**config.mk**
```make
export PLATFORM = sky130hd
export DESIGN_NAME = controller_regs
export DESIGN_NICKNAME = d
export VERILOG_FILES = /design/src/rtl/controller_regs.sv
export SDC_FILE = /design/constraint.sdc
export NUM_CORES = 1
export LEC_CHECK = 0
export CORE_UTILIZATION = 40
export CTS_CLUSTER_DIAMETER = 50
export CTS_CLUSTER_SIZE = 12
export DETAILED_ROUTE_END_ITERATION = 7
export PLACE_DENSITY = 0.63
export SYNTH_ARGS = -nofsm -noshare
export SYNTH_HDL_FRONTEND = slang
export SYNTH_SLANG_ARGS = --single-unit
```
**constraint.sdc**
```tcl
create_clock -name clk_1 -period 2 [get_ports clk_1]
set_input_delay 0.6 -clock clk_1 [delete_from_list [all_inputs] [get_ports clk_1]]
set_output_delay 0.6 -clock clk_1 [all_outputs]
set_load 0.01 [all_outputs]
```
**src/rtl/controller_regs.sv**
```systemverilog
// CPU-visible controller registers: latest button state, sticky press edges and poll status.
// Optional CONTROLLER_REGS_RELEASED_EN adds sticky release-edge registers at address 5+k.
module controller_regs #(
  parameter int unsigned NUM_CONTROLLERS = 2
) (
  input  logic                           clk_1,
  input  logic                           rst_b,
  input  logic [8*NUM_CONTROLLERS-1:0]   buttons_in,
  input  logic                           buttons_valid,
  input  logic [2:0]                     cpu_addr,
  input  logic                           cpu_read_en,
  output logic [7:0]                     cpu_data_out
);

  localparam int unsigned BYTE_W        = 8;
  localparam int unsigned ADDR_W        = 3;
  localparam int unsigned STATUS_ADDR   = 4;
  localparam int unsigned RELEASED_BASE = 5;

  logic [NUM_CONTROLLERS-1:0][BYTE_W-1:0] btn_c;
  logic [NUM_CONTROLLERS-1:0][BYTE_W-1:0] state_q;
  logic [NUM_CONTROLLERS-1:0][BYTE_W-1:0] prev_q;
  logic [NUM_CONTROLLERS-1:0][BYTE_W-1:0] pressed_q;
  logic                                   fresh_q;
  logic                                   overrun_q;
  logic [NUM_CONTROLLERS-1:0]             clr_pressed_c;
  logic                                   clr_status_c;
  logic [BYTE_W-1:0]                      rd_data_c;
`ifdef CONTROLLER_REGS_RELEASED_EN
  logic [NUM_CONTROLLERS-1:0][BYTE_W-1:0] released_q;
  logic [NUM_CONTROLLERS-1:0]             clr_released_c;
`endif

  assign btn_c = buttons_in;

  // PREV is architectural history with no read port; keep it visible to lint as intentionally unread
  logic unused_prev;
  assign unused_prev = ^prev_q;

  // Read mux and clear-on-read decode; unmapped addresses fall through to zero
  always_comb begin
    rd_data_c     = '0;
    clr_pressed_c = '0;
    clr_status_c  = 1'b0;
`ifdef CONTROLLER_REGS_RELEASED_EN
    clr_released_c = '0;
`endif
    for (int unsigned k = 0; k < NUM_CONTROLLERS; k++) begin
      if (cpu_addr == ADDR_W'(k)) begin
        rd_data_c = state_q[k];
      end
      if (cpu_addr == ADDR_W'(NUM_CONTROLLERS + k)) begin
        rd_data_c        = pressed_q[k];
        clr_pressed_c[k] = cpu_read_en;
      end
`ifdef CONTROLLER_REGS_RELEASED_EN
      if (cpu_addr == ADDR_W'(RELEASED_BASE + k)) begin
        rd_data_c         = released_q[k];
        clr_released_c[k] = cpu_read_en;
      end
`endif
    end
    if (cpu_addr == ADDR_W'(STATUS_ADDR)) begin
      rd_data_c    = {6'b0, overrun_q, fresh_q};
      clr_status_c = cpu_read_en;
    end
  end

  // Captures and clears share a cycle: the clear drops old bits, newly arriving bits still set
  always_ff @(posedge clk_1 or negedge rst_b) begin
    if (!rst_b) begin
      state_q      <= '0;
      prev_q       <= '0;
      pressed_q    <= '0;
      fresh_q      <= 1'b0;
      overrun_q    <= 1'b0;
      cpu_data_out <= '0;
`ifdef CONTROLLER_REGS_RELEASED_EN
      released_q   <= '0;
`endif
    end else begin
      if (cpu_read_en) begin
        cpu_data_out <= rd_data_c;
      end
      for (int unsigned k = 0; k < NUM_CONTROLLERS; k++) begin
        pressed_q[k] <= (pressed_q[k] & ~{BYTE_W{clr_pressed_c[k]}}) |
                        (btn_c[k] & ~state_q[k] & {BYTE_W{buttons_valid}});
`ifdef CONTROLLER_REGS_RELEASED_EN
        released_q[k] <= (released_q[k] & ~{BYTE_W{clr_released_c[k]}}) |
                         (~btn_c[k] & state_q[k] & {BYTE_W{buttons_valid}});
`endif
        if (buttons_valid) begin
          prev_q[k]  <= state_q[k];
          state_q[k] <= btn_c[k];
        end
      end
      fresh_q   <= buttons_valid | (fresh_q & ~clr_status_c);
      overrun_q <= (buttons_valid & fresh_q & ~clr_status_c) | (overrun_q & ~clr_status_c);
    end
  end

endmodule

```
Word level (Yosys, flattened, before mapping)

Index checks and enable logic that the tools add are counted.

Flip-flop bits (word level): 42
Input bits: 23
Output and inout bits: 8

Equal/unequal tests: 4
Multiplexer cells: 8
Bitwise logic cells: 19
Reductions and logical operators: 1

Operators by type and width:

| operator                                      | count |
|---|---|
| bitwise AND 8 bit                             | 6 |
| 2-to-1 mux 8 bit                              | 5 |
| inverter 8 bit                                | 4 |
| bitwise OR 8 bit                              | 2 |
| == test 3 x 2 -> 1 bit, second input constant | 2 |
| bitwise AND 1 bit                             | 4 |
| == test 3 x 1 -> 1 bit, second input constant | 1 |
| == test 3 bit, second input constant          | 1 |
| logical NOT 3 bit                             | 1 |
| 2-to-1 mux 1 bit                              | 3 |
| bitwise OR 1 bit                              | 2 |
| inverter 1 bit                                | 1 |

Longest topological paths before layout

Word-level depth: 6
Depth in mapped cells: 4
Mapped depth without buffers: 3

Least setup slack after synthesis

No wires, ideal clock.

Kind: input to register
Start: input port cpu_addr[2]
End: register pressed_q[0] in the netlist's numbering
Arrival time: 1.344 ns
Data required time: 1.879 ns
Path slack: 0.535 ns
Cell stages on the path: 4
Buffers on the path: 1
Cell sequence: nand3b_2 -> or2_1 -> buf_4 -> o2bb2ai_1

Longest elaborated chain between the ends: 5

RTL lines:

| item                          | RTL line | source |
|---|---|---|
| start, declared               | 10       | `input logic [2:0] cpu_addr,` |
| == test 3 x 2 -> 1 bit        | 52       | `if (cpu_addr == ADDR_W'(NUM_CONTROLLERS + k)) begin` |
| 2-to-1 mux 1 bit              | 52       |  |
| inverter 8 bit                | 86       | `pressed_q[k] <= (pressed_q[k] & ~{BYTE_W{clr_pressed_c[k]}}) \|` |
| bitwise AND 8 bit             | 86       |  |
| bitwise OR 8 bit              | 86       |  |
| end signal, assigned by index | 86       |  |
| end, declared                 | 23       | `logic [NUM_CONTROLLERS-1:0][BYTE_W-1:0] pressed_q;` |

No other way between the ends.
A chain may end at the register's enable or synchronous reset.

Worst setup path after layout

Start: register cpu_data_out[6]
End: output port cpu_data_out[6]

RTL lines:

| item                   | RTL line | source |
|---|---|---|
| start, declared        | 12       | `output logic [7:0] cpu_data_out` |
| start signal, assigned | 83       | `cpu_data_out <= rd_data_c;` |

No word-level cell between the ends.

==> impl_summary.md <==
Synthesis
For this run, the number of Yosys warnings is 0. After synthesis, flip-flops and latches occupy 58.1% of the total area. Each instance of the synthesized netlist takes up on average 10.9 sq um. In the synthesized netlist, the number of instances is 166. In this run the cell area of the synthesized design comes to 0.00181 sq mm.

The count of state elements after synthesis is 42. The net count after synthesis is 189. The most used flip-flop cell after synthesis is sky130_fd_sc_hd__dfrtp_1.

Counting flops with a built-in enable in the synthesized netlist gives 0. The netlist uses 21 different library cells. After synthesis, the share of flip-flops with an asynchronous set or reset is 100%.

Global routing
Global routing finished with a remaining overflow of 0. The global router's overall resource usage is 18.1%. The largest net degree at the start of global routing is 23.

The via count of the first global-routing pass is 1395. The initial antenna violation count is 0. The first global-routing pass estimated 6740 microns of wire.

Final layout
The repair_antennas step left the layout with diodes totalling 0. The proportion of layout cells with a drive suffix above 1 is 9.31%. The top cell types in the final layout, fill and taps aside, are 42 x sky130_fd_sc_hd__dfrtp_1, 29 x sky130_fd_sc_hd__clkdlybuf4s50_1, 24 x sky130_fd_sc_hd__nand2_1, 24 x sky130_fd_sc_hd__o21ai_0. The commonest non-fill, non-tap cell in the layout is sky130_fd_sc_hd__dfrtp_1. Leaving out filler cells and counting taps, the final layout contains 256. The number of nets at the end of the flow is 226.

The area growth from synthesis to final layout is 26.9%. The final design utilization is 52.7%.

STA
The achievable frequency is 551 MHz. The headroom to the max-slew limit is 66.6%. After layout, the worst path uses 90.8% of the clock period. Setup repair after global routing left no endpoint under its margin.

The post-route minimum period is 1820 ps. The setup TNS is 0 ps. The setup violation total in the final timing report is 0. Across the routed clock network, the largest skew measured is 8.86 ps. The slew at the pin closest to its max-slew limit is 501 ps. The final number of max-transition violations was 0. The final hold violation count was 0. On the final layout, the worst hold slack is 264 ps.

CTS
The hold buffer count at cts is 0. The count of cells resized by post-cts repair is 0. In this run the post-CTS setup repair buffer count came out at 0. The clock passes through at most 2 buffers.

In this run the number of H-tree levels came out at 2. The total CTS buffers is 5. The tree is rooted in a sky130_fd_sc_hd__clkbuf_8. CTS saw 42 sinks. The TritonCTS clock tree is done. After clock tree synthesis, the clock-pin slew on the worst setup and hold paths is 80 ps. The clock latency reported for the late side of the worst-skew pair is 290 ps.

Setup path
In this design, the stage delay of the slowest critical-path cell is 550 ps. Counting both buffers and inverters, the worst setup path holds a total of 1. The startpoint kind of the worst setup timing path is a register. The data arrival time at the worst-slack endpoint is 1220 ps.

The slowest library cell on the worst path is sky130_fd_sc_hd__clkdlybuf4s50_1. Traced cell by cell, the critical path runs through clkdlybuf4s50_1. The endpoint required time on the critical path is 1400 ps. The highest net fanout along the worst path is 2.

STA classifies the critical path endpoint as an output pin. The kind of cell with the highest combined delay along the critical path is buffers and inverters. The classification of the worst setup path is register to output pin.

Floorplanning
The initial utilization of the core area, before any placement, comes to 41.5%. During I/O placement, the number of pins put on the boundary was 31. The floorplan step set the die width to 69.2 microns. From bottom edge to top edge, the die measures 69.2 microns. The standard-cell row count is 24. The overall die area is 0.00479 sq mm. The core box area is 0.00435 sq mm.

Drt
In this run, the number of DRC markers left after iteration 0 of detailed routing was 69. The wire length reported by the detailed router is 3750 microns. In the routed layout, each cell is associated on average with a via count of 5.11. The number of nets with antenna violations after detailed routing is 0. For this run, design rule violations remaining after detail routing come to 0. The first-pass iteration count of the detailed router is 4. The routed layout has 1308 vias. The wire length per cell after detailed routing is 14.6 microns.

Placement
At the end of routability-driven placement, the weighted congestion stood at 0.777. The number of placed instances with taps included is 248. Once detailed placement completed, the half-perimeter wirelength came to 2640 microns. The port buffer count is 30.

Hold path
The tightest min-delay check is of the primary input to asynchronous set/reset pin type.

Job
The reported max-cap violation count is 0.

Outcome
The flow ran to the end, and the final reports show no timing, DRC or antenna violations.

Power and ir drop
The overall power is 1.89 mW. The analysis attributes to cell leakage a power of 1.04 nW. IR analysis of the VDD net gives a maximum drop of 0.413 mV. For this design the ratio of total power to cell area is 825 mW/mm^2.
## cells in the mapped netlist, types with 3 or more instances
cell                         n  share of area, %
sky130_fd_sc_hd__nand2_1    24               5.0
sky130_fd_sc_hd__o2bb2ai_1   8               3.9
sky130_fd_sc_hd__o21ai_0    24               6.6
sky130_fd_sc_hd__dfrtp_1    42                58
sky130_fd_sc_hd__buf_2       3              0.83
sky130_fd_sc_hd__inv_1      16               3.3
sky130_fd_sc_hd__nand2b_1    6               2.1
sky130_fd_sc_hd__buf_4       3               1.2
sky130_fd_sc_hd__o221ai_1    8               3.9
sky130_fd_sc_hd__mux2i_1    16               8.9
sky130_fd_sc_hd__clkbuf_1    3              0.62
## worst paths after layout
kind | cells after the start | slack [ps] | start | endpoint
max | 1 | 180 | cpu_data_out[6] | cpu_data_out[6]
max reg2reg | 3 | 1010 | cpu_data_out[1] | cpu_data_out[1]
min | 1 | 260 | rst_b | state_q[10]
min reg2reg | 1 | 460 | state_q[4] | pressed_q[4]
min in group clk_1 | 1 | 460 | state_q[4] | pressed_q[4]
max in group asynchronous | 2 | 1240 | rst_b | state_q[15]
## worst register-to-register path, stage by stage, from the launching register on
cell and delay, ps:
sky130_fd_sc_hd__dfrtp_1 390, sky130_fd_sc_hd__nor2b_1 130, sky130_fd_sc_hd__a31oi_1 180, sky130_fd_sc_hd__o221ai_1 160
## registers in the layout (all words and copies together) (netlist names)
signal / cells
cpu_data_out: 8
overrun_q: 1
fresh_q: 1
pressed_q: 16
state_q: 16
## where the power goes
group	leakage (nW)	switching, mW	internal [mW]
combinational	0.511	0.137	0.173
sequential	0.485	0.0692	0.956
clock	0.0472	0.279	0.277
## per-layer routing
metal / GRT usage (%) / up-vias / routed length [microns]
met3: 4.80 / 6 / 218
met1: 24.1 / 626 / 1770
li1: - / 640 / -
met4: 6.12 / 0 / 55
met2: 28.7 / 36 / 1710
met5: 0 / - / 0
## final cells by class
type	count	area [sq um]
sequential	42	1050
multi-input combinational	99	648
clock buffer	6	82.6
clock inverter	2	12.5
fill	379	2060
inverter	16	60.1
tap	52	65.1
timing repair buffer	39	375
## stage by stage
| stage | cell area, sq um | setup WS, ps |
|---|---|---|
| after detailed placement | 2200 | -38.1 |
| after global placement | 2200 | -8.98 |
| after global routing | 2290 | 135 |
| final | 2290 | 184 |
| after floorplan | 1810 | 535 |
| after CTS | 2290 | 168 |
## cell families (layout without fill, tap and decap cells)
kind of cell | after synthesis | in the layout | share of synthesized area (%)
AND/OR/NAND/NOR | 39 | 39 | 11.1
flip-flops | 42 | 42 | 58.1
AO/OA/AOI/OAI | 44 | 44 | 15.9
multiplexers | 16 | 16 | 8.86
buffers and inverters | 25 | 63 | 6.02
Note: power is estimated with default switching activity, not from simulation.
==> variant 1: new RTL, config.mk and constraints unchanged <==
The option `CONTROLLER_REGS_RELEASED_EN` is turned on by a define.
--- a/src/rtl/controller_regs.sv
+++ b/src/rtl/controller_regs.sv
@@ -1,4 +1,6 @@
 // CPU-visible controller registers: latest button state, sticky press edges and poll status.
 // Optional CONTROLLER_REGS_RELEASED_EN adds sticky release-edge registers at address 5+k.
+`define CONTROLLER_REGS_RELEASED_EN
+
 module controller_regs #(
   parameter int unsigned NUM_CONTROLLERS = 2
Check against the original RTL: not equivalent (a bounded check fails within 4 cycles, from zero or initial values and one cycle with rst_b low).
==> variant 1 against the original RTL <==
- clock skew fell by 0.0023 ns
- total power rose by 68%
- sequential cell count rose by 16
- fmax fell by 1.4%
- count of clock-buffer cells in the layout rose by 9
- synthesized cell count rose by 79%
- sequential power rose by 45%
- setup slack got worse by 0.025 ns
- sequential share of layout area fell by 4.0 points
- design area rose by 51%
- die area rose by 50%
- area after synthesis rose by 51%
- global-route usage rose by 2.1 points
- wire length rose by 75%
==> variant 1: results (changes against the original RTL) <==
----------------------------------------------------
[Critical path]
  Slowest cell on the critical path ... clkdlybuf4s50_1
  Critical R2R Launch ... state_q[1]
  Top cell family by delay on the critical path ... buffers and inverters
  Worst setup startpoint ... cpu_data_out[7]
  Worst Path Max Fanout ... 2 (unchanged)
  CP Data Arrival Time ... 1.24 ns (+0.02 ns)
  CP max stage delay ... 0.54 ns
  Number of cell instances on the worst register-to-register path ... 4 (+1)
  Destination of the critical timing path ... cpu_data_out[7]
  Worst setup slack for register-to-register paths ... 0.84 ns (-0.17 ns)
  FF-to-FF End ... cpu_data_out[1]

[Placement]
  Half-perimeter wire length of the detailed placement result ... 4620 um (+75%)
  Final weighted congestion in routability-driven placement ... 0.816 (+5.1%)
  Count of port buffers added during placement ... 30 (unchanged)

[GRT]
  Largest net degree at the start of global routing ... 59 (+160%)
  Wire length of the first global-routing pass ... 11100 um (+64%)
  GR Util All Layers ... 20.2% (+2.1 points)
  Initial antenna violation count ... 0 (unchanged)
  Vias in the first global route ... 2226 (+60%)

[Synth]
  Post-synth ARST share ... 100% (unchanged)
  Distinct cell type count after synthesis ... 36 (+71%)
  Total nets after synthesis ... 320 (+69%)
  Leading register cell type out of synthesis ... dfrtp_1
  YS warnings ... 0 (unchanged)
  Portion of the post-synthesis area used by sequential elements ... 53.0% (-5.1 points)
  Most used standard cells in the synthesized netlist ... 64 x nand2_1, 58 x dfrtp_1, 49 x o21ai_0, 37 x inv_1, 12 x a32o_1
  Largest cells by area after synthesis ... dfrtp_1 53%, o21ai_0 9.0%, nand2_1 8.8%

[Clocking]
  Register clock-pin slew on the reported worst setup and hold paths ... 0.07 ns
  Number of buffers added for setup after CTS ... 0 (unchanged)
  Clock latency at the later pin of the worst-skew pair ... 0.33 ns (+0.04 ns)
  Number of levels in the clock H-tree ... 3 (+1)
  CTS-repair resized insts ... 0 (unchanged)
  Cts bufs inserted ... 9 (+4)
  Root buf cell ... clkbuf_8
  Maximum buffer depth of the clock tree ... 2 (unchanged)

[Layout]
  Count of inserted antenna diode cells ... 0 (unchanged)
  Fill cell total of the finished layout ... 590 (+56%)
  Final nets ... 366 (+62%)
  Largest registers ... pressed_q x16, released_q x16, state_q x16
  Proportion of layout cells with a drive suffix above 1 ... 12.4% (+3.0 points)

[Power]
  Peak ir drop on the vdd network ... 0.000525 V (+27%)
  Leakage power ... 1.62 nW (+55%)

[Detailed routing]
  Met3 wire length ... 160 um (-27%)
  Wire length per cell after detailed routing ... 15.4 um (+5.5%)
  Metal2 WL ... 3170 um (+86%)
  Routed metal-1 wire length ... 3140 um (+78%)
  Total number of vias ... 2280 (+74%)
  Top Layer Used ... met4
  Pre-Repair DR Iteration Count ... 4 (unchanged)
  Starting DRT DRC Count ... 173 (+150%)

[Min path]
  Class of the most critical hold timing path ... in2async

[STA]
  Setup clock skew after layout ... 0.00652 ns (-0.00234 ns)
  Max-slew headroom ... 78.3% (+12 points)

[Run status]
  Run status ... finished clean

----------------------------------------------------
[variant 1: cell types whose count changed in the layout (fill, tap and decap cells not counted), sizes merged, moves of 8 or more]
cell     unedited run  this run
buf                10        24
dfrtp              42        58
mux2i              16         3
o2bb2ai             8         0
o21ai              24        49
inv                16        38
nand2              24        64
a32o                0        12
clkbuf              6        15
[variant 1: cell type report]
cell class	count	share of cell area, %
inverter	38	4.11
tap	77	2.77
sequential	58	41.8
timing repair buffer	53	14.6
clock inverter	1	0.865
multi-input combinational	183	30.5
clock buffer	15	5.37
[variant 1: per-stage QoR]
step	setup WS, ns	area (sq um)	total power [mW]	std cells
after global placement	-0.116	3260	2.02	409
final	0.159	3470	3.17	425
after floorplan	0.448	2740	1.76	297
after detailed placement	-0.120	3260	2.03	409
after CTS	0.140	3470	3.20	425
after global routing	0.109	3470	3.36	425
[variant 1: metal layers]
metal	global-route usage [%]	vias up
met3	4.42	8
li1	-	1122
met1	28.0	1120
met5	0	-
met4	7.24	0
met2	31.2	30
[variant 1: worst min-delay path by stage]
stage	cells after the start	slack [ns]	end	startpoint
floorplan	0	0.30	cpu_data_out[0]	rst_b
global placement	2	0.46	pressed_q[1]	pressed_q[1]
detailed placement	1	0.47	pressed_q[13]	state_q[13]
CTS	2	0.28	state_q[14]	rst_b
global route	2	0.28	released_q[14]	rst_b
finish	2	0.27	state_q[10]	rst_b
[variant 1: power breakdown]
part	switching [mW]	leakage, nW	internal (mW)	total (mW)
sequential	0.137	0.660	1.35	1.49
combinational	0.252	0.851	0.269	0.522
clock	0.448	0.110	0.714	1.16
[variant 1: cells by family (layout without fill, tap and decap cells)]
| group | count (synthesis) | count (layout) | synth area share, % |
|---|---|---|---|
| buffers and inverters | 56 | 107 | 8.23 |
| muxes | 3 | 3 | 1.10 |
| AOI/OAI and AO/OA | 102 | 102 | 24.4 |
| DFF | 58 | 58 | 53.0 |
| and+or+nand+nor | 78 | 78 | 13.2 |
==> variant 2: new RTL, same flow settings <==
Made on the original files. Put one more register stage on the output `cpu_data_out`, cleared by the reset. The value now appears one clock later.
--- a/src/rtl/controller_regs.sv
+++ b/src/rtl/controller_regs.sv
@@ -17,4 +17,6 @@
   localparam int unsigned STATUS_ADDR   = 4;
   localparam int unsigned RELEASED_BASE = 5;
+
+  logic [7:0] cpu_data_s0;
 
   logic [NUM_CONTROLLERS-1:0][BYTE_W-1:0] btn_c;
@@ -75,5 +77,5 @@
       fresh_q      <= 1'b0;
       overrun_q    <= 1'b0;
-      cpu_data_out <= '0;
+      cpu_data_s0 <= '0;
 `ifdef CONTROLLER_REGS_RELEASED_EN
       released_q   <= '0;
@@ -81,5 +83,5 @@
     end else begin
       if (cpu_read_en) begin
-        cpu_data_out <= rd_data_c;
+        cpu_data_s0 <= rd_data_c;
       end
       for (int unsigned k = 0; k < NUM_CONTROLLERS; k++) begin
@@ -100,4 +102,12 @@
   end
 
+  always_ff @(posedge clk_1 or negedge rst_b) begin
+    if (!rst_b) begin
+      cpu_data_out <= '0;
+    end else begin
+      cpu_data_out <= cpu_data_s0;
+    end
+  end
+
 endmodule
 
Formal check against the unedited RTL: not equivalent (Yosys sat finds a counterexample within 4 cycles, from zero or initial values and one cycle with rst_b low).
==> variant 2 against the original RTL <==
- count of clock-buffer cells in the layout fell by 1
- sequential power rose by 17%
- critical path type unchanged
- combinational power rose by 2%
- largest power group unchanged
- highest routed layer unchanged
- total power rose by 18%
- area after synthesis rose by 11%
- setup slack improved by 0.050 ns
- design area rose by 10%
- wire length rose by 6.7%
- sequential cell count rose by 8
==> variant 2: results (changes against the original RTL) <==
----------------------------------------------------
[Critical path]
  CP max stage delay ... 0.53 ns (-0.02 ns)
  Worst Path Max Fanout ... 1 (-1)
  CP Data Arrival Time ... 1.17 ns (-0.05 ns)

[STA]
  Setup clock skew after layout ... 0.00539 ns (-0.00347 ns)
  Worst-margin pin slew ... 0.381 ns (-0.120 ns)

[Synth]
  Most used standard cells in the synthesized netlist ... 50 x dfrtp_1, 24 x nand2_1, 24 x o21ai_0, 16 x inv_1, 16 x mux2i_1
  Portion of the post-synthesis area used by sequential elements ... 62.3% (+4.2 points)
  Largest cells by area after synthesis ... dfrtp_1 62%, mux2i_1 8.0%, o21ai_0 6.0%
  Total nets after synthesis ... 197 (+4.2%)

[Detailed routing]
  Starting DRT DRC Count ... 67 (-2.9%)
  Via-to-Cell Ratio ... 5.10 (-0.11%)
  Total routed wirelength ... 4000 um (+6.7%)

[Placement]
  Total placed instance area ... 0.00242 sq mm (+10%)
  Number of placed instances with taps included ... 271 (+9.3%)
  Final weighted congestion in routability-driven placement ... 0.758 (-2.4%)
  Half-perimeter wire length of the detailed placement result ... 2820 um (+6.8%)
  Setup Slack @ Placement ... -0.0449 ns (-0.00687 ns)

[Clocking]
  Register clock-pin slew on the reported worst setup and hold paths ... ~0.090 ns
  Clock latency at the later pin of the worst-skew pair ... 0.30 ns
  Number of levels in the clock H-tree ... 2 (unchanged)
  Cts bufs inserted ... 5 (unchanged)

[Layout]
  Fill cell total of the finished layout ... 416 (+9.8%)
  Final nets ... 234 (+3.5%)
  Proportion of layout cells with a drive suffix above 1 ... 8.96% (-0.35 points)
  Post-route design area ... 0.00253 sq mm (+10%)

[GRT]
  GR Util All Layers ... 17.0% (-1.1 points)
  Vias in the first global route ... 1415 (+1.4%)
  Largest net degree at the start of global routing ... 25 (+8.7%)
  Wire length of the first global-routing pass ... 6760 um (+0.21%)

[Power]
  Peak ir drop on the vdd network ... 0.000473 V (+15%)
  P_sw ... 551 uW (+14%)

[Run status]
  Run status ... finished clean

----------------------------------------------------
==> variant 2: changes by cell type after synthesis, sizes merged <==
| cell | change |
|---|---|
| dfrtp | +8 |
==> variant 2: path summary, 6_finish.rpt <==
kind / from / end / cells past startpoint / slack [ns]
setup / recovery: cpu_data_out[5] / cpu_data_out[5] / 1 / 0.23
hold reg to reg: cpu_data_s0[1] / cpu_data_out[1] / 0 / 0.38
max in group asynchronous: rst_b / cpu_data_s0[2] / 2 / 1.30
hold / removal: rst_b / cpu_data_out[2] / 1 / 0.18
min in group clk_1: cpu_data_s0[1] / cpu_data_out[1] / 0 / 0.38
setup reg to reg: cpu_data_s0[0] / cpu_data_s0[0] / 3 / 1.06
==> variant 2: per-layer routing <==
layer	global-route usage [%]	share of wire, %	routed length (um)	up-vias
met5	0	0	0	-
met4	6.10	0.63	25	0
met2	27.0	48	1920	38
met3	4.28	4.5	181	2
met1	22.7	47	1880	716
li1	-	-	-	668
==> variant 2: kinds of logic (layout without fill, tap and decap cells) <==
logic type,Yosys count,after routing,share of synthesized area [%]
multiplexers,16,16,7.97
flip-flops,50,50,62.3
AO/OA/AOI/OAI,44,44,14.3
buffers and inverters,25,63,5.42
AND/OR/NAND/NOR,39,39,9.97
==> variant 2: layout make-up <==
| type | instances | area share [%] |
|---|---|---|
| Sequential cell | 50 | 49.4 |
| Timing Repair Buffer | 39 | 14.8 |
| Inverter | 16 | 2.37 |
| Clock buffer | 5 | 2.72 |
| Clock inverter | 3 | 1.78 |
| Tap cell | 67 | 3.31 |
| Multi-Input combinational cell | 99 | 25.6 |
==> variant 2: power by group through the flow <==
stage	logic [mW]	registers, mW	clock network [mW]
floorplan	0.155	1.22	0
global placement	0.310	1.23	0
detailed placement	0.319	1.23	0
CTS	0.321	1.21	0.728
global route	0.355	1.22	0.761
finish	0.315	1.21	0.710
